### config.mk
export PLATFORM = sky130hd
export DESIGN_NAME = seq_addsub
export DESIGN_NICKNAME = d
export VERILOG_FILES = /design/src/rtl/seq_addsub.sv
export SDC_FILE = /design/constraint.sdc
export NUM_CORES = 1
export LEC_CHECK = 0
export BUFFER_PORTS_ARGS = -buffer_cell sky130_fd_sc_hd__buf_2
export CORE_AREA = 8 8 141 143
export CTS_CLUSTER_SIZE = 25
export DETAILED_ROUTE_END_ITERATION = 8
export DIE_AREA = 0 0 149 151
export PLACE_DENSITY_LB_ADDON = 0.12
export SLEW_MARGIN = 40
export SYNTH_ARGS = -nofsm -noshare
export SYNTH_HDL_FRONTEND = slang
export SYNTH_SLANG_ARGS = --single-unit
### constraint.sdc
create_clock -name clk -period 4.94 [get_ports clk]
set_input_delay 0.494 -clock clk [delete_from_list [all_inputs] [get_ports clk]]
set_output_delay 0.494 -clock clk [all_outputs]
set_load 0.01 [all_outputs]
### src/rtl/seq_addsub.sv
// Multi-cycle adder/subtractor: ripples carry/borrow through a register, CHUNK bits per clock,
// least-significant chunk first, with start/busy/done handshake and branch flags.
module seq_addsub #(
   parameter int WIDTH = 32,
   parameter int CHUNK = 8
) (
   input  logic             clk,
   input  logic             reset,
   input  logic             start,
   input  logic             sub,
   input  logic [WIDTH-1:0] x,
   input  logic [WIDTH-1:0] y,
   input  logic             cin,
   output logic [WIDTH-1:0] result,
   output logic             cout,
   output logic             ovf,
   output logic             zero,
   output logic             busy,
   output logic             done
);

   localparam int N  = WIDTH / CHUNK;
   localparam int CW = (N > 1) ? $clog2(N) : 1;
   localparam logic [CW-1:0] LAST = CW'(N - 1);

   typedef enum logic {IDLE, RUN} state_t;

   state_t           state;
   logic [CW-1:0]    cnt;
   logic [WIDTH-1:0] xr;
   logic [WIDTH-1:0] yr;
   logic [WIDTH-1:0] acc;
   logic [WIDTH-1:0] acc_nxt;
   logic             subr;
   logic             carry;
   logic [CHUNK-1:0] xk;
   logic [CHUNK-1:0] yk;
   logic [CHUNK:0]   sk;

   function automatic logic [CHUNK:0] chunk_add(input logic [CHUNK-1:0] a,
                                                input logic [CHUNK-1:0] b,
                                                input logic             c);
      return {1'b0, a} + {1'b0, b} + {{CHUNK{1'b0}}, c};
   endfunction

   // yb is the effective (already inverted for subtract) second operand MSB
   function automatic logic ovf_flag(input logic xm, input logic yb, input logic rm);
      return (xm == yb) && (rm != xm);
   endfunction

   // Subtraction runs as x + ~y + ~bin, so the chain always holds a true add-carry
   always_comb begin
      xk      = xr[int'(cnt)*CHUNK +: CHUNK];
      yk      = yr[int'(cnt)*CHUNK +: CHUNK];
      sk      = chunk_add(xk, yk, carry);
      acc_nxt = acc;
      acc_nxt[int'(cnt)*CHUNK +: CHUNK] = sk[CHUNK-1:0];
   end

   always_ff @(posedge clk) begin
      if (reset) begin
         state  <= IDLE;
         cnt    <= '0;
         busy   <= 1'b0;
         done   <= 1'b0;
         result <= '0;
         cout   <= 1'b0;
         ovf    <= 1'b0;
         zero   <= 1'b0;
      end else begin
         done <= 1'b0;
         case (state)
            IDLE: begin
               if (start) begin
                  xr    <= x;
                  yr    <= sub ? ~y : y;
                  subr  <= sub;
                  carry <= sub ^ cin;
                  cnt   <= '0;
                  busy  <= 1'b1;
                  state <= RUN;
               end
            end
            RUN: begin
               acc   <= acc_nxt;
               carry <= sk[CHUNK];
               if (cnt == LAST) begin
                  // Final chunk: publish result and flags together with done
                  result <= acc_nxt;
                  cout   <= subr ^ sk[CHUNK];
                  ovf    <= ovf_flag(xr[WIDTH-1], yr[WIDTH-1], acc_nxt[WIDTH-1]);
                  zero   <= ~|acc_nxt;
                  busy   <= 1'b0;
                  done   <= 1'b1;
                  cnt    <= '0;
                  state  <= IDLE;
               end else begin
                  cnt <= cnt + 1'b1;
               end
            end
            default: state <= IDLE;
         endcase
      end
   end

endmodule

[After elaboration in Yosys (flattened, before gate mapping)]
Cells that the tools add are included.
Storage, ports and cells
  flip-flop bits (word level): 138
  bits of input ports: 69
  output and inout port bits: 37
  logic and storage cells: 54
Operators by class
  add/subtract/negate cells: 4
  equal/unequal tests: 5
  shift operators: 4
  multiplexer cells: 14
  bitwise gates (word level): 5
  reduce and logical (&&, ||, !) cells: 9
Operators by type and width (count)
  32-bit by 6-bit variable part select with 8-bit output: 2
  5-bit negation with 33-bit output: 1
  8-bit by 33-bit variable shift with 32-bit output, first input constant: 1
  8-bit by 33-bit variable part select with 32-bit output: 1
  32-bit bitwise mux: 1
  32-bit 2-to-1 mux: 1
  32-bit inverter: 1
  32-bit OR reduction: 1
  8-bit by 8-bit adder with 9-bit output: 1
  9-bit by 1-bit adder with 9-bit output: 1
  2-bit AND reduction: 4
  1-bit 2-to-1 mux: 6
  1-bit case mux with 2 select lines: 3
  2-bit 2-to-1 mux: 2
  2-bit case mux with 2 select lines: 1
  3-bit AND reduction: 1
  2-bit by 1-bit adder with 2-bit output, second input constant: 1
  2-bit == test, second input constant: 1
  2-bit by 1-bit inequality test with 1-bit output, second input constant: 1
  2-bit inequality test, second input constant: 1
  1-bit inverter: 2
  2-bit OR reduction: 1
  1-bit XOR: 2
  1-bit == test: 1
  3 further kinds: 3

[Logic depth before layout (Yosys ltp)]
  word-level depth: 7
  depth in mapped cells: 12
  mapped depth without buffers: 10

[Least setup slack after synthesis]
Ideal clock, no wire load.
  path type: flip-flop to flip-flop
  from: register cnt[0]
  to: register zero
  setup time: 0.069 ns
  arrival: 3.514 ns
  data required time: 4.871 ns
  path slack: 1.357 ns
  cell stages (with the launch flop): 13
  buffers on the path: 2
  period minus slack after synthesis: 3.583 ns
  cells stage by stage: dfxtp_1 -> clkbuf_1 -> buf_2 -> mux4_2 -> fa_1 -> inv_1 -> fa_1 -> xnor2_1 -> a41oi_1 -> nand4_4 -> nor4_1 -> or4b_1 -> o21ai_1
Between the ends
  word-level cells in the longest chain between the ends: 7
  elaborated cells on any way between the ends: 12
  those cells by class: add/sub: 3; eq/ne: 1; shift: 4; mux: 1; reduce/logical: 3
Ends and longest elaborated chain
  from (decl): RTL line 29  | logic [CW-1:0] cnt;
  from (signal assigned): RTL line 98  | cnt <= cnt + 1'b1;
  32-bit by 6-bit variable part select with 8-bit output (on tied branches): RTL line 53, 54
  8-bit by 8-bit adder with 9-bit output: RTL line 43  | return {1'b0, a} + {1'b0, b} + {{CHUNK{1'b0}}, c};
  9-bit by 1-bit adder with 9-bit output: RTL line 43
  8-bit by 33-bit variable part select with 32-bit output: RTL line 57  | acc_nxt[int'(cnt)*CHUNK +: CHUNK] = sk[CHUNK-1:0];
  32-bit bitwise mux: RTL line 57
  32-bit OR reduction: RTL line 92  | zero <= ~|acc_nxt;
  1-bit zero test: RTL line 92
  to (signal assigned): RTL line 92
  to (decl): RTL line 17  | output logic zero,
Parallel ways exist; a longest one is shown, timed or not.
A chain may end at the register's enable or synchronous reset.

[Final worst setup path]
Same ends and word-level chain as after synthesis.

==> key figures <==
Outcome
  – Status: completed

Setup path
  – CP arrival: 4100 ps
  – Cells along the critical path: mux4_2, fa_1, inv_1, fa_1, xnor2_1, a41oi_1, nand4_4, nor4_1, or4b_1, o21ai_1
  – Crit-path leading delay family: simple AND/OR/NAND/NOR gates
  – Crit path max fanout: 30
  – Most frequent CP cell: fa_1
  – Setup crit end kind: flip-flop
  – Startpoint Class: flip-flop
  – CP peak stage delay: 650 ps
  – Buf/Inv on CP: 1
  – Crit-path slowest cell: dfxtp_4
  – Crit path kind: reg -> reg
  – Worst EP required: 5290 ps

Route
  – Routed len/inst: 18.4 um
  – Total Wirelength: 14600 um
  – Remaining DRCs: 0
  – Initial DRC count: 327
  – Routed Antenna Nets: 0
  – Vias: 3953
  – TritonRoute pass-1 iters: 4
  – Vias per std cell: 4.97

Synthesis
  – Netlist cell types: 55
  – Async SR Flop Fraction: 0%
  – Post-synthesis sequential area ratio: 61.9%
  – Yosys reg bits: 138
  – Synthesized area: 6050 um2
  – Ys flop type: edfxtp_1
  – Synth area leader: edfxtp_1
  – Syn. warnings: 0
  – Ranking of synthesized cells by area: edfxtp_1 49%, dfxtp_1 13%, mux4_2 6.0%
  – Gate Count Post-Synth: 444
  – Most frequent cell after synthesis: edfxtp_1
  – Synth cell count leaders: 98 x edfxtp_1, 40 x dfxtp_1, 34 x xor2_1
  – Post-Synthesis Net Count: 528
  – Mean Syn Cell Area: 13.6 um2
  – Share of the synthesized area in the top cell type: 48.7%
  – EDFF count, synth: 98

Placed design
  – Placed insts: 764
  – Placer Congestion: 0.855
  – Pre-CTS setup slack: 1130 ps
  – I/O Buffers: 105
  – Post-DP HPWL: 10900 um

Timing
  – Final slew viol count: 0
  – Sum Neg Setup Slack: 0 ps
  – RSZ-0062 raised after global routing: false
  – Setup ws final: 1190 ps
  – Fmax: 266 MHz
  – Setup violators final: 0
  – Period utilization: 76.0%
  – Worst Max-Slew Pin Slew: 721 ps
  – Worst relative slew slack: 51.8%
  – Min Tclk post-route: 3750 ps
  – Final Hold Viols: 0
  – Clock skew: 10.8 ps

Die
  – Area of the die: 22500 um2
  – Die Height: 151 um
  – Core area: 17700 um2
  – DIE WIDTH: 149 um
  – IO Count: 106
  – # rows: 49
  – Initial core utilization: 34.2%

Final layout
  – Layout cells sized above 1: 29.3%
  – ANT cells: 0
  – Layout overhead on the synthesized area: 23.8%
  – Final std cells w/o fill: 795
  – Nets: 638

Power
  – Maximum vdd drop: 255 uV
  – Leak: 2.94 nW
  – Pwr Density: 403 nW/um2

Clock tree
  – CTS Buf Count: 17
  – Clk sink count: 138
  – Worst skew pair latency: 420 ps
  – Clock Tree Root: clkbuf_16
  – Resized Gates After CTS: 0
  – Clock Tree Buf Depth: 2
  – Post-CTS setup buffers: 0
  – CTS tree: built
  – CTS H-tree lvls: 4
  – CTS Hold Buffers Added: 0
  – Clock slew at reported path FFs: 60 ps

GRT
  – Vias in the first global route: 4400
  – Tot GR Track Use: 13.6%
  – Initial antenna violation count: 0
  – Largest net degree at the start of global routing: 41
  – Total gr overflow: 0
  – First-pass GRT wire length: 23600 um

Min path
  – Hold WC Path Type: in -> reg

Flow run
  – Max_cap viols: 0
==> metal layers <==
metal / vias up / track usage, % / wire length [um]
met4: 0 / 7.17 / 217
met5: - / 0 / 0
li1: 1905 / - / -
met1: 1914 / 16.1 / 6370
met3: 12 / 3.88 / 860
met2: 122 / 22.2 / 7160
==> cell families after synthesis <==
| logic type | after synthesis | share of synthesized area, % |
|---|---|---|
| AOI/OAI and AO/OA | 99 | 12.1 |
| xor gates and xnor gates | 37 | 5.36 |
| adders and majority gates | 15 | 3.35 |
| buffers and inverters | 51 | 3.21 |
| DFF | 138 | 61.9 |
| muxes | 18 | 6.29 |
| and+or+nand+nor | 86 | 7.76 |
==> power breakdown <==
part	switching [mW]	total, mW	leakage (nW)	internal [mW]
Clock	0.475	1.37	0.307	0.892
Sequential	0.0229	1.32	1.23	1.29
Combinational	0.197	0.329	1.40	0.132
==> worst paths after layout <==
kind | cells past startpoint | endpoint | start | slack [ps]
max | 10 | zero | cnt[0] | 1190
max reg2reg | 10 | zero | cnt[0] | 1190
min reg2reg | 2 | result[16] | result[16] | 440
min | 1 | xr[23] | x[23] | 250
==> layout make-up <==
cell class / instances / area, um2
Fill cell: 1670 / 10200
Timing Repair Buffer: 111 / 573
Clock buffer: 19 / 433
Clock inverter: 12 / 199
Tap cell: 229 / 287
Inverter: 31 / 116
Multi-Input combinational cell: 255 / 2130
Sequential cell: 138 / 3750
==> worst register-to-register path, stage by stage (launching register included) <==
cell     delay, ps
dfxtp_4        650
mux4_2         610
fa_1           420
inv_1           90
fa_1           200
xnor2_1        150
a41oi_1        490
nand4_4        130
nor4_1         380
or4b_1         470
o21ai_1        130
==> placed cells by master (no fill, tap or decap), types with 4 or more instances in the layout <==
cell type,instances
a31oi_1,6
o22ai_1,4
nor2b_1,17
ha_1,13
mux4_2,16
nor3b_1,4
inv_1,30
a21oi_1,6
o21bai_1,4
o21ai_0,15
a22o_1,23
nor2_1,15
buf_4,7
dfxtp_1,39
nand4_1,4
nand2_1,22
clkbuf_16,17
o2bb2ai_1,9
buf_2,104
nand3_1,6
bufinv_16,5
edfxtp_1,98
xor2_1,34
==> per-stage QoR <==
stage | total power [mW] | hold WS [ps] | utilization, % | instance area, um2
after global placement | 1.67 | 441 | 38.7 | 6840
final | 3.01 | 251 | 42.4 | 7490
after floorplan | 1.56 | 471 | - | 6050
after CTS | 3.05 | 232 | 42.4 | 7480
after global routing | 3.14 | 236 | 42.4 | 7490
after detailed placement | 1.67 | 437 | 38.8 | 6850
==> flip-flops by register name, summed over array words and instances, names as in the netlist, 2 cells and up <==
name	flops
result	32
cnt	2
yr	32
xr	32
acc	32
Note: power is estimated with default switching activity, not from simulation.
